--- config.mk ---
export PLATFORM = sky130hd
export DESIGN_NAME = mem_add_xfer_ctrl
export DESIGN_NICKNAME = d
export VERILOG_FILES = /design/src/rtl/mem_add_xfer_ctrl.sv
export SDC_FILE = /design/constraint.sdc
export NUM_CORES = 1
export LEC_CHECK = 0
export CORE_ASPECT_RATIO = 0.9
export CORE_UTILIZATION = 30
export CTS_CLUSTER_SIZE = 8
export DETAILED_ROUTE_END_ITERATION = 6
export GPL_ROUTABILITY_DRIVEN = 0
export PLACE_DENSITY = 0.51
export SLEW_MARGIN = 20
export SYNTH_ARGS = -nofsm -noshare
export SYNTH_HDL_FRONTEND = slang
export SYNTH_SLANG_ARGS = --single-unit
--- constraint.sdc ---
create_clock -name clk -period 3.3 [get_ports clk]
set_input_delay 0.66 -clock clk [delete_from_list [all_inputs] [get_ports clk]]
set_output_delay 0.66 -clock clk [all_outputs]
set_load 0.1 [all_outputs]
--- src/rtl/mem_add_xfer_ctrl.sv ---
// Sequencer for the memory-to-memory add datapath: reads two operands, feeds the external adder, writes back the sum.
// Optional saturation on unsigned overflow is enabled by defining ADD_SAT_EN.
module mem_add_xfer_ctrl #(
    parameter int unsigned AW = 4,
    parameter int unsigned DW = 8
) (
    input  logic          clk,
    input  logic          rst,
    input  logic          start,
    input  logic [AW-1:0] src1_base,
    input  logic [AW-1:0] src2_base,
    input  logic [AW-1:0] dst_base,
    input  logic [AW-1:0] len,
    output logic [AW-1:0] mem_addr,
    output logic          mem_rd,
    input  logic [DW-1:0] mem_rdata,
    output logic          mem_wr,
    output logic [DW-1:0] mem_wdata,
    output logic [DW-1:0] DOut1,
    output logic [DW-1:0] DOut2,
    input  logic [DW-1:0] ADDOut,
    output logic          busy,
    output logic          done,
    output logic          ovf
);

    typedef enum logic [2:0] {IDLE, RD1, RD2, CAP, WR, DONE} state_t;

    state_t        state;
    logic [AW-1:0] i;
    logic [AW-1:0] i_nxt;
    logic [AW-1:0] s1;
    logic [AW-1:0] s2;
    logic [AW-1:0] d;
    logic [AW-1:0] n;
    logic          sat_c;
    logic [DW-1:0] wdata_c;

    assign i_nxt = i + AW'(1);

    // The adder output only settles once DOut2 is loaded, so write data follows ADDOut directly during WR.
`ifdef ADD_SAT_EN
    assign sat_c   = (ADDOut < DOut1);
    assign wdata_c = sat_c ? '1 : ADDOut;
`else
    assign sat_c   = 1'b0;
    assign wdata_c = ADDOut;
`endif

    assign mem_wdata = mem_wr ? wdata_c : '0;

    // State and all registered outputs advance together; outputs describe the state being entered.
    always_ff @(posedge clk) begin
        if (rst) begin
            state    <= IDLE;
            i        <= '0;
            s1       <= '0;
            s2       <= '0;
            d        <= '0;
            n        <= '0;
            mem_addr <= '0;
            mem_rd   <= 1'b0;
            mem_wr   <= 1'b0;
            DOut1    <= '0;
            DOut2    <= '0;
            busy     <= 1'b0;
            done     <= 1'b0;
            ovf      <= 1'b0;
        end else begin
            mem_rd <= 1'b0;
            mem_wr <= 1'b0;
            done   <= 1'b0;
            case (state)
                IDLE: begin
                    if (start) begin
                        s1  <= src1_base;
                        s2  <= src2_base;
                        d   <= dst_base;
                        n   <= len;
                        i   <= '0;
                        ovf <= 1'b0;
                        if (len == '0) begin
                            state <= DONE;
                            done  <= 1'b1;
                            busy  <= 1'b0;
                        end else begin
                            state    <= RD1;
                            mem_rd   <= 1'b1;
                            mem_addr <= src1_base;
                            busy     <= 1'b1;
                        end
                    end
                end
                RD1: begin
                    state    <= RD2;
                    mem_rd   <= 1'b1;
                    mem_addr <= s2 + i;
                end
                RD2: begin
                    state <= CAP;
                    DOut1 <= mem_rdata;
                end
                CAP: begin
                    state    <= WR;
                    DOut2    <= mem_rdata;
                    mem_wr   <= 1'b1;
                    mem_addr <= d + i;
                end
                WR: begin
                    if (sat_c) begin
                        ovf <= 1'b1;
                    end
                    if (i == n - AW'(1)) begin
                        state <= DONE;
                        done  <= 1'b1;
                        busy  <= 1'b0;
                    end else begin
                        i        <= i_nxt;
                        state    <= RD1;
                        mem_rd   <= 1'b1;
                        mem_addr <= s1 + i_nxt;
                    end
                end
                DONE: begin
                    state <= IDLE;
                end
                default: begin
                    state <= IDLE;
                    busy  <= 1'b0;
                end
            endcase
        end
    end

endmodule

# == Word level (Yosys, flattened, before mapping) ==
# Cells that the tools add are included.
# word_totals
regBits,47
in_bits,35
output_inout_bits,33
word_cells,62
# classes
add_sub_neg,5
n_eq_ne,10
mux,24
bitwise_logic,1
n_reduce_logical,9
# ops
cell,count
$mux 4,5
$pmux 4 s4,1
$pmux 3 s5,1
$add 4x4->4,3
$mux 1,9
$mux 3,3
$mux 8,1
$ne 2x2->1 const B,4
$pmux 4 s2,1
$eq 3x2->1 const B,2
$eq 3x3->1 const B,2
$pmux 1 s3,2
$reduce_and 3->1,2
$add 4x1->4 const B,1
$eq 4x4->1,1
$logic_not 4->1,1
$reduce_and 4->1,1
$reduce_bool 4->1,1
$reduce_or 4->1,1
$sub 4x1->4 const B,1
$eq 3x1->1 const B,1
$logic_not 3->1,1
$pmux 1 s2,1
$reduce_and 2->1,1
other kinds (2),2

# == Longest topological paths before layout ==
# Gate-level depths: netlist of the first run.
# depth
word_depth,4
ltp_mapped,13
ltp_nobuf,10

# == Worst setup path before layout of the first run ==
# No wires, ideal clock.
# synth_path
path_type,flip-flop to output port
from,register mem_wr
to,output mem_wdata[0]
t_arrival_ns,1.868
t_required_ns,2.640
slack_ns,0.772
stages_incl_launch_ff,2
n_path_buf,0
path_cell_list,dfxtp_1 > and2_1
# synth_between
elab_chain_len,1
# synth_rtl
item,line_no,text
start: declaration,17,"output logic mem_wr,"
start signal: assignment,63,mem_wr <= 1'b0;
start signal: assignment,71,mem_wr <= 1'b0;
start signal: assignment,106,mem_wr <= 1'b1;
$mux 8,50,assign mem_wdata = mem_wr ? wdata_c : '0;
end: declaration,18,"output logic [DW-1:0] mem_wdata,"
# No other way between the ends.

# == Worst setup path in the final report of the first run ==
# layout_path
from,register state[2]
to,register mem_addr[1]
# layout_between
elab_chain_len,3
elab_cells_between_ends,10
cone_classes,6 x eq/ne; 1 x mux; 3 x reduce/logical
# layout_rtl
item,line_no,text
start: declaration,29,state_t state;
start signal: assignment,55,state <= IDLE;
start signal: assignment,83,state <= DONE;
start signal: assignment,87,state <= RD1;
$eq 3x3->1 (tied with other cells),73,case (state)
$reduce_bool 4->1 (no source line) / $ne 2x2->1 (equally long branches),n/a,
$reduce_and 4->1 (no source line),n/a,
end signal: assignment,89,mem_addr <= src1_base;
end signal: assignment,97,mem_addr <= s2 + i;
end signal: assignment,107,mem_addr <= d + i;
end: declaration,14,"output logic [AW-1:0] mem_addr,"
# Several ways; a longest one is shown, not always the timed one.
# A chain may end at the register's enable or synchronous reset.

==> flow_summary.toml, run 1 <==
[grt]
grt_max_degree = 20
grt-ovfl-total = 0
antenna_found_initial = 0
grt_usage_pct = 14.2
grt_use_met1_pct = 20.0
grt_pass1_vias = 1896
top_usage_layer = "met2"
grt_pass1_wl_mm = 9.58
met3_usage_pct = 2.87
use_met2_pct = 22.3

[yosys]
synth_edf_count = 0
synth-xor-area-share_pct = 5.82
synth-simple-area-share_pct = 23.1
ys_seq_area_share_pct = 38.4
netlist_area_mm2 = 0.00245
synthFlopType = "dfxtp_1"
postSynthAreaPerCell_um2 = 8.82
yosys_register_bits = 47
syn-num-nets = 323
synth_warnings = 0
synth_compound_area_share_pct = 13.3
synth_fa_ha_area_share_pct = 5.72
async_reset_ff_share_pct = 0
synth_top_family_by_area = "simple AND/OR/NAND/NOR gates"
synth.distinct_cells = 48
synth_mux_area_share_pct = 7.15
synthCells = 278

[setup_path]
start_kind = "flip-flop"
cpPeakStageDelay_ns = 0.72
crit_chain = "nor2b_1, nand2_1, mux2_1, ha_1, inv_1, fa_1, o21ai_0, a21oi_1, a211oi_1"
cp_slowest_cell = "dfxtp_1"
r2r_setup_slack_ns = 0.68
arrival_ns = 2.85
endpoint_kind = "flip-flop"
crit_type = "flip-flop to flip-flop"
crit_path_max_fanout = 15
worst-path-buf-inv = 1
critPathTopFamily = "flip-flops"
required_ns = 3.53

[timing]
fmax_mhz = 382
fin_tns_setup_ns = 0
fin_crit_sh_pct = 79.4
fin_crit_ns = 2.62
grt_setup_unrepaired = "false"
tightest_slew_ns = 0.766
setup_viol = 0
drv_slew = 0
relSlewSlack_pct = 48.8
finClkSkew_ns = 0.0134
hold_viol_final = 0

[finish]
antenna_cells = 0
nets = 388
instances_no_fill = 440
area_growth_syn_to_layout_pct = 29.8
drive_gt1_share_pct = 19.2
final_cell_mix = "47 x dfxtp_1, 47 x nand2_1, 40 x buf_4"

[floorplanning]
ioPinCount = 68
rows = 30
die_h_um = 87.8
core-area_mm2 = 0.00773
start_util_pct = 31.7
dieArea_mm2 = 0.00854
fp.dieW_um = 97.3

[pwr]
pwr-share-seq_pct = 43.3
ir_worst_vdd_uv = 158
p_sw_mw = 0.549
p_int_mw = 0.912
pwr-share-comb_pct = 31.9
power.leakage_nw = 1.29
power_density_mw_per_mm2 = 459
clkPwrFrac_pct = 24.8
switching_share_pct = 37.6

[detailed_routing]
drtAntennaViolNets = 0
dr.first_iter.drc_count = 67
wl_per_cell_um = 13.8
drc_errors = 0
firstDrtPassIters = 4
dr_total_vias = 2064
vias_per_cell = 4.69
routed_wl_mm = 6.05

[clocking]
h-tree-depth = 2
cts_tree = "built"
cts.clk_slew.worst_paths_ns = 0.10
clk_latency_ns = 0.30
holdBufCountCts = 0
cts_root_buffer = "clkbuf_8"
clkSinkCount = 47
cts_made_buffers = 5
ctsResizeCount = 0
post_cts_buffers = 0
cts_buffer_depth = 2

[placement]
io_buffer_count = 66
hpwlAfterDp_mm = 4.62
dp.cells = 432

[worst_hold_path]
hold_class = "flip-flop to flip-flop"

[job]
maxCapViolCount = 0

[outcome]
status = "finished clean"
==> power groups by stage <==
| stage | sequential (mW) | combinational (mW) | clock (mW) |
|---|---|---|---|
| global placement | 0.647 | 0.468 | 0 |
| floorplan | 0.785 | 0.209 | 0 |
| detailed placement | 0.647 | 0.470 | 0 |
| CTS | 0.634 | 0.471 | 0.378 |
| finish | 0.633 | 0.467 | 0.362 |
| global route | 0.639 | 0.499 | 0.402 |
==> worst min-delay path: cells and delay by family, from the launching register on <==
kind / cells / cell delay (ns)
and+or+nand+nor: 1 / 0.05
DFF: 1 / 0.32
AOI/OAI and AO/OA: 1 / 0.05
==> final cells by class <==
type	instances	area (um^2)
fillers	812	4550
multi-input cells	206	1350
flip-flops and latches	47	941
repair buffers	74	641
well taps	96	120
clock buffers	5	68.8
inverters	9	33.8
clock inverters	3	25.0
==> stage by stage <==
stage	utilization (%)	power [mW]	setup WS (ns)	cell area, um^2	hold WS, ns
floorplan	-	0.994	0.772	2450	0.432
global placement	39.9	1.12	0.794	3090	0.446
detailed placement	39.9	1.12	0.739	3090	0.449
CTS	41.1	1.48	0.698	3180	0.462
global route	41.1	1.54	0.459	3180	0.484
finish	41.1	1.46	0.680	3180	0.460
==> state kept, by name, summed over array words and instances (netlist names) <==
signal	cells
mem_rd	1
i	4
mem_wr	1
s2	4
mem_addr	4
d	4
n	4
done	1
DOut1	8
s1	4
DOut2	8
state	3
busy	1
==> kinds of logic (layout without fill, tap and decap cells) <==
group,Yosys count,after routing
xor gates and xnor gates,13,13
DFF,47,47
other,1,1
muxes,17,17
AOI/OAI and AO/OA,55,55
adders and majority gates,10,10
buffers and inverters,25,91
and+or+nand+nor,110,110
==> cell usage after synthesis, types with 5 or more instances <==
cell type,number,area (um^2)
clkbuf_1,5,18.8
ha_1,8,100
mux2i_1,13,130
nor2_1,20,75.1
nor3_1,6,30.0
inv_1,8,30.0
nand2_1,47,176
and2_1,8,50.1
xnor2_1,6,52.6
nand3_1,12,60.1
a21oi_1,35,175
dfxtp_1,47,941
==> worst paths after layout <==
path | start | to | cells after the start
max | state[2] | mem_addr[1] | 9
min reg2reg | d[3] | d[3] | 2
min | d[3] | d[3] | 2
max reg2reg | state[2] | mem_addr[1] | 9
==> per-layer routing <==
| metal | up-vias | wire length (um) |
|---|---|---|
| met2 | 48 | 2750 |
| met1 | 934 | 3020 |
| met5 | - | 0 |
| met4 | 0 | 49 |
| met3 | 4 | 231 |
| li1 | 1078 | - |
(Power assumes the default switching activity.)
==> inputs of run 2 (changes only) <==
--- a/config.mk
+++ b/config.mk
@@ -10,7 +10,7 @@
 export CTS_CLUSTER_SIZE = 8
 export DETAILED_ROUTE_END_ITERATION = 6
 export GPL_ROUTABILITY_DRIVEN = 0
-export PLACE_DENSITY = 0.51
+export PLACE_DENSITY = 0.53
 export SLEW_MARGIN = 20
 export SYNTH_ARGS = -nofsm -noshare
 export SYNTH_HDL_FRONTEND = slang
==> constraint.sdc (replaced) <==
create_clock -name clk -period 2.2 [get_ports clk]
set_input_delay 0.44 -clock clk [delete_from_list [all_inputs] [get_ports clk]]
set_output_delay 0.44 -clock clk [all_outputs]
set_load 0.1 [all_outputs]
==> run 2 against run 1 <==
Final area up 6.4%. Clock power rose by 49%. Flip-flop and latch count unchanged. Worst setup slack got worse by 0.54 ns. Core utilization is 2.6 points higher. Largest cell class unchanged. Largest power group unchanged. Highest routed layer unchanged.
==> flow_summary.toml, run 2 (same netlist as run 1, synthesis figures left out) <==
[clocking]
cts.clk_slew.worst_paths_ns = 0.10
cts_root_buffer = "clkbuf_8"
cts_made_buffers = 5
cts_buffer_depth = 2
holdBufCountCts = 0
h-tree-depth = 2
clk_latency_ns = 0.31
cts_tree = "built"
clkSinkCount = 47

[finish]
nets = 393
area_growth_syn_to_layout_pct = 38.1
drive_gt1_share_pct = 25.2
fin_area_mm2 = 0.00339
final_cell_mix = "46 x dfxtp_1, 46 x nand2_1, 36 x buf_4"
reg.largest.list = "DOut1 (8), DOut2 (8)"
antenna_cells = 0
fillers = 780

[pwr]
ir_worst_vdd_uv = 312
power_density_mw_per_mm2 = 657
p_total_mw = 2.23
power.leakage_nw = 1.37

[floorplanning]
ioPinCount = 68
fp.dieW_um = 97.3
die_h_um = 87.8
core-area_mm2 = 0.00773
start_util_pct = 31.7
dieArea_mm2 = 0.00854
rows = 30

[timing]
hold_viol_final = 0
fin_crit_sh_pct = 93.5
fmax_mhz = 486
setup_viol = 0
relSlewSlack_pct = 62.8
tightest_slew_ns = 0.556
finClkSkew_ns = 0.00724
drv_slew = 0
grt_setup_unrepaired = "false"
fin_crit_ns = 2.06

[setup_path]
cp_slowest_cell = "fa_2"
required_ns = 2.43
r2r-end = "mem_addr[1]"
arrival_ns = 2.29
crit_path_max_fanout = 4
crit_chain = "nor2b_4, nand2_4, mux2_4, ha_4, inv_2, fa_2, o21ai_1, a21oi_1, a211oi_1"
crit_type = "flip-flop to flip-flop"
r2r_setup_slack_ns = 0.14
critPathTopFamily = "adder cells"
r2r_start = "state[0]"
cpPeakStageDelay_ns = 0.43
critPathLaunch = "state[0]"
worst-path-buf-inv = 1
r2r_cells = 9
endpoint_kind = "flip-flop"
start_kind = "flip-flop"

[worst_hold_path]
hold_depth = 2
hold_path_end = "d[2]"
hp-start = "d[2]"
hold_class = "flip-flop to flip-flop"

[grt]
grt_pass1_vias = 1920
grt_max_degree = 20
grt_pass1_wl_mm = 9.72
grt_usage_pct = 14.6
grt-ovfl-total = 0
antenna_found_initial = 0

[detailed_routing]
drtAntennaViolNets = 0
dr.first_iter.drc_count = 74
routed_wl_mm = 6.31
firstDrtPassIters = 4
wl_per_cell_um = 14.2
vias_per_cell = 4.75
drc_errors = 0
dr_total_vias = 2115

[job]
maxCapViolCount = 0

[placement]
placed_cell_area_mm2 = 0.00329
hpwlAfterDp_mm = 4.85
io_buffer_count = 66

[outcome]
status = "finished clean"
## run 2: cell count changes in the layout (fill, tap and decap cells not counted), moves of 2 or more
cell / change
clkinv_4: -2
and2_2: +8
mux2_4: +2
and2_1: -8
buf_4: -4
buf_12: +9
## run 2: how the worst max path moves through the flow
stage          slack (ns)  cells past startpoint          end
6_report             0.14                      9  mem_addr[1]
5_1_grt              0.04                      9  mem_addr[3]
4_1_cts              0.09                      9  mem_addr[3]
3_5_place_dp          0.1                      9  mem_addr[3]
3_3_place_gp         0.13                      6  mem_addr[3]
2_1_floorplan       -0.10                     12  mem_addr[1]
## run 2: worst reg2reg max path, delay by kind of cell (launching register included)
family,cells,cell delay (ns)
adder cells (fa/ha/maj),2,0.59
AO/OA/AOI/OAI,3,0.44
flip-flops,1,0.34
multiplexers,1,0.32
AND/OR/NAND/NOR,2,0.25
buffers and inverters,1,0.05
## run 2: per-layer routing
| metal | up-vias | routed length [um] | global-route usage [%] |
|---|---|---|---|
| li1 | 1088 | - | - |
| met1 | 975 | 3160 | 20.0 |
| met2 | 48 | 2830 | 23.4 |
| met3 | 4 | 256 | 2.87 |
| met4 | 0 | 62 | 4.41 |
| met5 | - | 0 | 0 |
## run 2: timing repair
item,CTS,global route
gates resized for setup,0,2
buffers inserted,0,0
setup endpoints to repair,0,1
## run 2: through the flow
stage	utilization, %	instances	setup TNS, ns	hold slack (ns)	setup slack [ns]
after floorplan	-	278	-0.122	0.433	-0.101
after global placement	42.5	437	0	0.443	0.129
after detailed placement	42.5	437	0	0.449	0.0997
after CTS	43.7	445	0	0.462	0.0905
after global routing	43.8	445	0	0.476	0.0362
final	43.8	445	0	0.460	0.142
## run 2: final cells by class
cell class	count	area, um^2	area share [%]
timing repair buffer	79	791	23.4
sequential	47	942	27.8
multi-input combinational	206	1410	41.6
clock inverter	3	20.0	0.591
tap	96	120	3.55
clock buffer	5	68.8	2.03
inverter	9	33.8	0.998
## run 2: power by group
part	switching [mW]	internal [mW]	leakage [nW]
clock network	0.318	0.222	0.0402
logic	0.484	0.255	0.948
registers	0.0368	0.910	0.384
total	0.839	1.39	1.37
==> inputs of run 3 (changes only) <==
--- a/config.mk
+++ b/config.mk
@@ -7,6 +7,7 @@
 export LEC_CHECK = 0
 export CORE_ASPECT_RATIO = 0.9
 export CORE_UTILIZATION = 30
+export CTS_BUF_LIST = sky130_fd_sc_hd__clkbuf_16
 export CTS_CLUSTER_SIZE = 8
 export DETAILED_ROUTE_END_ITERATION = 6
 export GPL_ROUTABILITY_DRIVEN = 0
==> run 3 against run 2 <==
Worst hold slack got worse by 0.0037 ns. Core utilization rose by 0.71 points. Non-clock buffer count did not move. Routed wire length did not move. Via count fell by 0.57%. Critical path depth did not move. Global-route usage barely moved. Critical endpoint unchanged.
==> flow_summary.toml, run 3 (same netlist as run 1, synthesis figures left out) <==
[setup_path]
crit_type = "flip-flop to flip-flop"
r2r_cells = 9
crit_chain = "nor2b_4, nand2_4, mux2_4, ha_4, inv_2, fa_2, o21ai_1, a21oi_1, a211oi_1"
arrival_ns = 2.28
cpPeakStageDelay_ns = 0.43
required_ns = 2.40
crit_path_max_fanout = 4
crit_cells = 9
worst-path-buf-inv = 1
start_kind = "flip-flop"
cp_slowest_cell = "fa_2"
critPathTopFamily = "adder cells"
endpoint_kind = "flip-flop"

[timing]
finClkSkew_ns = 0.00350
tightest_slew_ns = 0.557
setup_ws_ns = 0.121
fin_crit_ns = 2.08
relSlewSlack_pct = 62.8
fin_crit_sh_pct = 94.5
setup_viol = 0
hold_viol_final = 0
grt_setup_unrepaired = "false"
fmax_mhz = 481
drv_slew = 0
holdWs_ns = 0.456

[finish]
nets = 393
seq_area_um2 = 941
layout_commonest_cell = "dfxtp_1"
instances_no_fill = 445
fillers = 777
final_cell_mix = "47 x dfxtp_1, 46 x nand2_1, 36 x buf_4"
multiInputGateArea_mm2 = 0.00141
fin_util_pct = 44.5
drive_gt1_share_pct = 24.9
antenna_cells = 0
reg.largest.list = "DOut1 (8), DOut2 (8)"
area_growth_syn_to_layout_pct = 40.4

[placement]
hpwlAfterDp_mm = 4.85
dp.cells = 437
pre_cts_slack_ns = 0.0997
io_buffer_count = 66

[grt]
grt_pass1_wl_mm = 9.72
grt_usage_pct = 14.6
antenna_found_initial = 0
grt-ovfl-total = 0
grt_max_degree = 20
grt_pass1_vias = 1924

[detailed_routing]
vias_per_cell = 4.73
dr_total_vias = 2103
drc_errors = 0
firstDrtPassIters = 4
drtAntennaViolNets = 0
routed_wl_mm = 6.31
dr.first_iter.drc_count = 70
wl_per_cell_um = 14.2

[floorplanning]
die_h_um = 87.8
ioPinCount = 68
start_util_pct = 31.7
fp.dieW_um = 97.3
dieArea_mm2 = 0.00854
core-area_mm2 = 0.00773
rows = 30

[clocking]
cts_root_buffer = "clkbuf_16"
cts_tree = "built"
cts.clk_slew.worst_paths_ns = 0.07
clkSinkCount = 47
holdBufCountCts = 0
cts_buffer_depth = 2
clk_latency_ns = 0.29
cts_made_buffers = 5
h-tree-depth = 2

[worst_hold_path]
hold_depth = 2
hold_class = "flip-flop to flip-flop"

[pwr]
p_total_mw = 2.44
ir_worst_vdd_uv = 340
power_density_mw_per_mm2 = 710
power.leakage_nw = 1.40

[job]
maxCapViolCount = 0

[outcome]
status = "finished clean"
run 3: cell counts in the layout (fill, tap and decap cells not counted):
Identical to the previous run, type by type.
run 3: power breakdown:
part | switching [mW] | total [mW] | internal (mW) | leakage (nW)
Clock | 0.336 | 0.755 | 0.419 | 0.0658
Sequential | 0.0369 | 0.948 | 0.911 | 0.384
Combinational | 0.484 | 0.739 | 0.255 | 0.948
Total | 0.857 | 2.44 | 1.58 | 1.40
run 3: worst paths after layout:
path / slack (ns) / to / from
worst max-delay path: 0.12 / mem_addr[1] / state[0]
worst min-delay path: 0.46 / d[2] / d[2]
worst max register to register: 0.12 / mem_addr[1] / state[0]
worst min register to register: 0.46 / d[2] / d[2]
run 3: area by class of cell:
cell class | count | area share (%)
Clock buffer | 5 | 3.64
Clock inverter | 3 | 0.582
Inverter | 9 | 0.982
Multi-Input combinational cell | 206 | 41.0
Sequential cell | 47 | 27.3
Tap cell | 96 | 3.49
Timing Repair Buffer | 79 | 23.0
run 3: stage by stage:
step | setup TNS, ns | area (um^2)
floorplan | -0.122 | 2510
global placement | 0 | 3290
detailed placement | 0 | 3290
CTS | 0 | 3430
global route | 0 | 3440
finish | 0 | 3440
run 3: layer usage:
metal | vias up | part of all wire, % | GRT usage, %
li1 | 1086 | - | -
met4 | 0 | 1.2 | 4.81
met1 | 967 | 50 | 19.9
met2 | 44 | 45 | 23.4
met5 | - | 0 | 0
met3 | 6 | 3.9 | 2.87
run 3: timing repair:
item | in CTS | in global routing
buffers inserted | 0 | 0
setup endpoints to repair | 0 | 1
resized for setup | 0 | 1
run 3: worst register-to-register path: stages (launching register included):
cell and delay [ns]:
dfxtp_1 0.34, nor2b_4 0.18, nand2_4 0.08, mux2_4 0.32, ha_4 0.16, inv_2 0.05, fa_2 0.43, o21ai_1 0.15
a21oi_1 0.09, a211oi_1 0.20
